`src/rtl/mem_bus_arbiter_if.sv`:
```
// Bus bundle between the three memory requesters (CPU, DMA read, DMA write)
// and mem_bus_arbiter: requests, grants and the muxed RAM port.
interface mem_bus_arbiter_if;
    logic [2:0]  req;
    logic [2:0]  grant;
    logic [1:0]  owner;
    logic        busy;
    logic [31:0] addr0;
    logic [31:0] addr1;
    logic [31:0] addr2;
    logic        we0;
    logic        we1;
    logic        we2;
    logic [31:0] wdata0;
    logic [31:0] wdata1;
    logic [31:0] wdata2;
    logic [31:0] mem_addr;
    logic        mem_we;
    logic [31:0] mem_wdata;

    modport slave (
        input  req, addr0, addr1, addr2, we0, we1, we2, wdata0, wdata1, wdata2,
        output grant, owner, busy, mem_addr, mem_we, mem_wdata
    );

    modport master (
        output req, addr0, addr1, addr2, we0, we1, we2, wdata0, wdata1, wdata2,
        input  grant, owner, busy, mem_addr, mem_we, mem_wdata
    );
endinterface

```
`src/rtl/mem_bus_arbiter.sv`:
```
// Round-robin 3-way RAM arbiter with one dead cycle between tenures.
// Optional tenure limit compiled in by defining ARB_BURST_LIMIT_EN.
module mem_bus_arbiter #(
    parameter int unsigned BURST_MAX = 16
) (
    input  logic              clk,
    input  logic              reset,
    mem_bus_arbiter_if.slave  bus
);

    typedef enum logic [1:0] {
        IDLE     = 2'd0,
        GRANT    = 2'd1,
        HANDOVER = 2'd2
    } state_t;

    state_t      state;
    state_t      next_state;
    logic [1:0]  cur_owner;
    logic [1:0]  next_owner;
    logic [1:0]  last_owner;
    logic [1:0]  winner;
    logic [1:0]  cand;
    logic        winner_valid;
    logic [2:0]  owner_mask;
    logic [15:0] burst_cnt;

    assign owner_mask = 3'b001 << cur_owner;

    // Search starts one past the previous owner and wraps 2 -> 0.
    always_comb begin
        winner       = 2'd0;
        winner_valid = 1'b0;
        cand         = 2'd0;
        for (int unsigned i = 1; i <= 3; i++) begin
            cand = 2'(({30'd0, last_owner} + i) % 32'd3);
            if (!winner_valid && bus.req[cand]) begin
                winner       = cand;
                winner_valid = 1'b1;
            end
        end
    end

    always_ff @(posedge clk or negedge reset) begin
        if (!reset) begin
            state      <= IDLE;
            cur_owner  <= '0;
            last_owner <= 2'd2;
            burst_cnt  <= '0;
        end else begin
            state     <= next_state;
            cur_owner <= next_owner;
            if (state == GRANT && next_state == HANDOVER)
                last_owner <= cur_owner;
            if (state != GRANT && next_state == GRANT)
                burst_cnt <= '0;
            else if (state == GRANT && burst_cnt != '1)
                burst_cnt <= burst_cnt + 16'd1;
        end
    end

    always_comb begin
        next_state = state;
        next_owner = cur_owner;
        case (state)
            IDLE, HANDOVER: begin
                if (winner_valid) begin
                    next_state = GRANT;
                    next_owner = winner;
                end else begin
                    next_state = IDLE;
                end
            end
            GRANT: begin
                if (!bus.req[cur_owner])
                    next_state = HANDOVER;
`ifdef ARB_BURST_LIMIT_EN
                else if (burst_cnt == 16'(BURST_MAX - 1) && (bus.req & ~owner_mask) != '0)
                    next_state = HANDOVER;
`endif
            end
            default: next_state = IDLE;
        endcase
    end

`ifndef ARB_BURST_LIMIT_EN
    // Counter is kept for state visibility; it steers nothing in this build.
    logic unused_burst;
    assign unused_burst = (^burst_cnt) ^ (BURST_MAX == 0);
`endif

    always_comb begin
        bus.grant     = '0;
        bus.owner     = 2'd3;
        bus.busy      = 1'b0;
        bus.mem_addr  = '0;
        bus.mem_we    = 1'b0;
        bus.mem_wdata = '0;
        if (state == GRANT) begin
            bus.grant = owner_mask;
            bus.owner = cur_owner;
            bus.busy  = 1'b1;
            case (cur_owner)
                2'd0: begin
                    bus.mem_addr  = bus.addr0;
                    bus.mem_we    = bus.we0;
                    bus.mem_wdata = bus.wdata0;
                end
                2'd1: begin
                    bus.mem_addr  = bus.addr1;
                    bus.mem_we    = bus.we1;
                    bus.mem_wdata = bus.wdata1;
                end
                2'd2: begin
                    bus.mem_addr  = bus.addr2;
                    bus.mem_we    = bus.we2;
                    bus.mem_wdata = bus.wdata2;
                end
                default: ;
            endcase
        end
    end

endmodule

```
`src/flat_wrapper.sv`:
```
// flat-port wrapper written by rule: the top's interface ports become plain ports
module mem_bus_arbiter_flat 
#(
    parameter int unsigned BURST_MAX = 16
)
  (clk, reset, bus_req, bus_addr0, bus_addr1, bus_addr2, bus_we0, bus_we1, bus_we2, bus_wdata0, bus_wdata1, bus_wdata2, bus_grant, bus_owner, bus_busy, bus_mem_addr, bus_mem_we, bus_mem_wdata);
  mem_bus_arbiter_if bus_i ();
  input  logic clk;
  input  logic reset;
  input wire logic [$bits(bus_i.req)-1:0] bus_req;
  input wire logic [$bits(bus_i.addr0)-1:0] bus_addr0;
  input wire logic [$bits(bus_i.addr1)-1:0] bus_addr1;
  input wire logic [$bits(bus_i.addr2)-1:0] bus_addr2;
  input wire logic [$bits(bus_i.we0)-1:0] bus_we0;
  input wire logic [$bits(bus_i.we1)-1:0] bus_we1;
  input wire logic [$bits(bus_i.we2)-1:0] bus_we2;
  input wire logic [$bits(bus_i.wdata0)-1:0] bus_wdata0;
  input wire logic [$bits(bus_i.wdata1)-1:0] bus_wdata1;
  input wire logic [$bits(bus_i.wdata2)-1:0] bus_wdata2;
  output wire logic [$bits(bus_i.grant)-1:0] bus_grant;
  output wire logic [$bits(bus_i.owner)-1:0] bus_owner;
  output wire logic [$bits(bus_i.busy)-1:0] bus_busy;
  output wire logic [$bits(bus_i.mem_addr)-1:0] bus_mem_addr;
  output wire logic [$bits(bus_i.mem_we)-1:0] bus_mem_we;
  output wire logic [$bits(bus_i.mem_wdata)-1:0] bus_mem_wdata;
  assign bus_i.req = bus_req;
  assign bus_i.addr0 = bus_addr0;
  assign bus_i.addr1 = bus_addr1;
  assign bus_i.addr2 = bus_addr2;
  assign bus_i.we0 = bus_we0;
  assign bus_i.we1 = bus_we1;
  assign bus_i.we2 = bus_we2;
  assign bus_i.wdata0 = bus_wdata0;
  assign bus_i.wdata1 = bus_wdata1;
  assign bus_i.wdata2 = bus_wdata2;
  assign bus_grant = bus_i.grant;
  assign bus_owner = bus_i.owner;
  assign bus_busy = bus_i.busy;
  assign bus_mem_addr = bus_i.mem_addr;
  assign bus_mem_we = bus_i.mem_we;
  assign bus_mem_wdata = bus_i.mem_wdata;
  mem_bus_arbiter #(.BURST_MAX(BURST_MAX)) u_core (.clk(clk), .reset(reset), .bus(bus_i));
endmodule
```
`config.mk`:
```
export PLATFORM = sky130hd
export DESIGN_NAME = mem_bus_arbiter_flat
export DESIGN_NICKNAME = d
export VERILOG_FILES = /design/src/rtl/mem_bus_arbiter_if.sv /design/src/rtl/mem_bus_arbiter.sv /design/src/flat_wrapper.sv
export SDC_FILE = /design/constraint.sdc
export NUM_CORES = 1
export LEC_CHECK = 0
export CAP_MARGIN = 20
export CORE_AREA = 4 4 102 104
export DETAILED_ROUTE_END_ITERATION = 8
export DIE_AREA = 0 0 106 108
export DONT_BUFFER_PORTS = 1
export PLACE_DENSITY_LB_ADDON = 0.05
export SYNTH_ARGS = -nofsm -noshare
export SYNTH_HDL_FRONTEND = slang
export SYNTH_SLANG_ARGS = --single-unit
```
`constraint.sdc`:
```
create_clock -name clk -period 2.9 [get_ports clk]
set_input_delay 0.58 -clock clk [delete_from_list [all_inputs] [get_ports clk]]
set_output_delay 0.58 -clock clk [all_outputs]
set_load 0.01 [all_outputs]
```
==> impl_metrics.tcl <==
set metrics [dict create \
    outcome "complete, no violations" \
    grt_max_degree 69 \
    routabilityCongestion 0.7245 \
    grt_use_met3_pct 3.343 \
    ys_warn_count 0 \
    skew_ns 0.005603 \
    post_cts_buffers 0 \
    setup_viol 0 \
    crit_fanout 22 \
    ys_seq_elements 6 \
    grt.overflow.total 0 \
    p_comb_share_pct 86.2 \
    viasPerCell 5.037 \
    drtAntennaViolNets 0 \
    powerDensity_nw_per_um2 1219 \
    hp-class "in2async" \
    fin_nets 528 \
    fmax_mhz 402.6 \
    clkPwrFrac_pct 4.9 \
    h-tree-depth 1 \
    start_util_pct 21.75 \
    die_w_um 106 \
    post-route-drc-count 0 \
    fp-row-count 36 \
    cts_made_buffers 3 \
    dp_hpwl_um 6804 \
    critPathKind "reg2out" \
    grtUsageMet2_pct 26.14 \
    syn_area_per_cell_um2 6.073 \
    rsz0062_at_grt "no" \
    yosysTopAreaCell "mux2i_1" \
    cts_max_path_buffers 2 \
    insertion_delay_ns 0.22 \
    hold_viol_final 0 \
    cts_tree "built" \
    antenna_found_initial 0 \
    core-area_um2 9549 \
    dieArea_um2 11450 \
    p_leak_nw 1.002 \
    wl_per_cell_um 18.73 \
    wl_um 8540 \
    worstSetupEndpointType "primary output" \
    first_pass_iters 4 \
    intPower_mw 1.058 \
    synthDistinctLibCells 30 \
    min_period_ns 2.484 \
    maxSlewHeadroom_pct 51.74 \
    netSwitchingPower_mw 1.636 \
    ys_seq_area_share_pct 7.289 \
    gr-usage-met1_pct 13.96 \
    ioPinCount 271 \
    root_buffer "clkbuf_8" \
    grt_pass1_vias 2251 \
    cts.clk_slew.worst_paths_ns 0.04 \
    slew_viol_final 0 \
    finalCritPeriodShare_pct 85.65 \
    cp.arrival_ns 1.90 \
    swShare_pct 60.73 \
    grt_pass1_wl_um 11990 \
    finalSetupTns_ns 0 \
    drive_gt1_share_pct 5.263 \
    sequentialPowerShare_pct 9.0 \
    synth_cells 342 \
    die_y_um 108 \
    critPathRequiredTime_ns 2.32 \
    worst_pin_slew_ns 0.7239 \
    post_cts_resized 0 \
    peakVddDrop_mv 0.3241 \
    crit_path_start_kind "register" \
    cts.sinks 6 \
    port_buffers 0 \
    area_growth_pct 6.386 \
    synth_nets 546 \
    drt_iter0_markers 149 \
    synth.area.top_cells "mux2i_1 (33%), nor2_1 (24%), a21oi_1 (16%)" \
    syn_area_um2 2077 \
    worst_slack_ns 0.4161 \
    routed-via-count 2297 \
    synth_top_cell_area_share_pct 32.77 \
    drv_cap 0 \
    place_ws_ns 0.6773 \
    gr-usage-all-layers_pct 12.93 \
    top_usage_layer "met2" \
    antenna_cells 0 \
    hold_buffers 0 \
]
-- critical path, stage by stage (launching register included) --
cell and delay [ns]:
dfrtp_4 0.65, buf_4 0.42, mux2i_1 0.22, nor2_1 0.05, a21oi_1 0.20, nor2_1 0.12
-- area by class of cell --
cell class / instances / area, um2
Fill cell: 1099 / 7340
Multi-Input combinational cell: 299 / 1750
Clock buffer: 4 / 45.04
Tap cell: 133 / 166.4
Timing Repair Buffer: 7 / 65.06
Inverter: 7 / 26.28
Sequential cell: 6 / 156.4
-- worst paths after layout --
| kind | startpoint | to | slack [ns] | cells past startpoint |
|---|---|---|---|---|
| hold reg to reg | u_core.last_owner[1] | u_core.last_owner[1] | 0.54 | 2 |
| min in group clk | u_core.last_owner[1] | u_core.last_owner[1] | 0.54 | 2 |
| setup / recovery | u_core.cur_owner[0] | bus_mem_wdata[6] | 0.42 | 5 |
| max in group asynchronous | reset | u_core.last_owner[1] | 2.67 | 0 |
| hold / removal | reset | u_core.cur_owner[0] | 0.05 | 0 |
| setup reg to reg | u_core.last_owner[1] | u_core.cur_owner[0] | 1.09 | 6 |
-- stage by stage --
step	util [%]	std cells	total power, mW	cell area (um2)	hold WS (ns)
floorplan	-	342	2.228	2077	0.2844
global placement	22.67	452	2.631	2165	0.2850
detailed placement	22.67	452	2.607	2165	0.2850
CTS	23.14	456	2.748	2210	0.04617
global route	23.14	456	3.013	2210	0.03546
finish	23.14	456	2.694	2210	0.05255
-- placed cells by master, fill, tap and decap left out, types with 3 or more instances in the layout --
cell and instances:
a21oi_1 67, dfrtp_1 3, mux2i_1 68, nor2_1 135, buf_4 6, inv_1 7, clkbuf_8 3, ha_1 4
nand2_1 6
-- synth_stat cells --
cell	instances
a21boi_1	1
a21o_1	1
a21oi_1	67
a21oi_2	1
a221o_1	1
a2bb2oi_1	1
a31oi_1	1
and3_1	1
buf_1	3
buf_2	8
buf_4	9
clkbuf_1	10
dfrtp_1	5
dfstp_2	1
ha_1	4
inv_1	7
mux2_1	1
mux2i_1	68
nand2_1	6
nand2b_1	2
nor2_1	135
nor2_2	1
o21a_1	1
o21ai_1	1
o21ai_2	1
o21bai_1	1
o221ai_1	1
o22a_1	1
o22ai_1	1
o32a_1	1
-- logic make-up (layout without fill, tap and decap cells) --
group | after synthesis | count (layout) | share of synthesized area [%]
adders and majority gates | 4 | 4 | 2.410
buffers and inverters | 37 | 18 | 8.795
and+or+nand+nor | 145 | 145 | 26.69
muxes | 69 | 69 | 33.31
AOI/OAI and AO/OA | 81 | 81 | 21.51
DFF | 6 | 6 | 7.289
-- metal layers --
metal	vias up	share of wire [%]	routed length (um)
met5	-	0	0
met4	0	0.13	11
met3	2	9.0	765
met2	146	54	4600
met1	1035	37	3163
li1	1114	-	-
-- registers in the layout, summed over array words and instances (netlist names) --
signal             flops
u_core.last_owner      2
u_core.cur_owner       2
u_core.state           2
-- power by group through the flow --
stage	sequential [mW]	combinational, mW	clock, mW
3_3_place_gp	0.247	2.38	0
4_1_cts	0.247	2.36	0.136
5_1_grt	0.253	2.61	0.146
3_5_place_dp	0.246	2.36	0
2_1_floorplan	0.154	2.07	0
6_report	0.241	2.32	0.131
(Power assumes the default switching activity.)
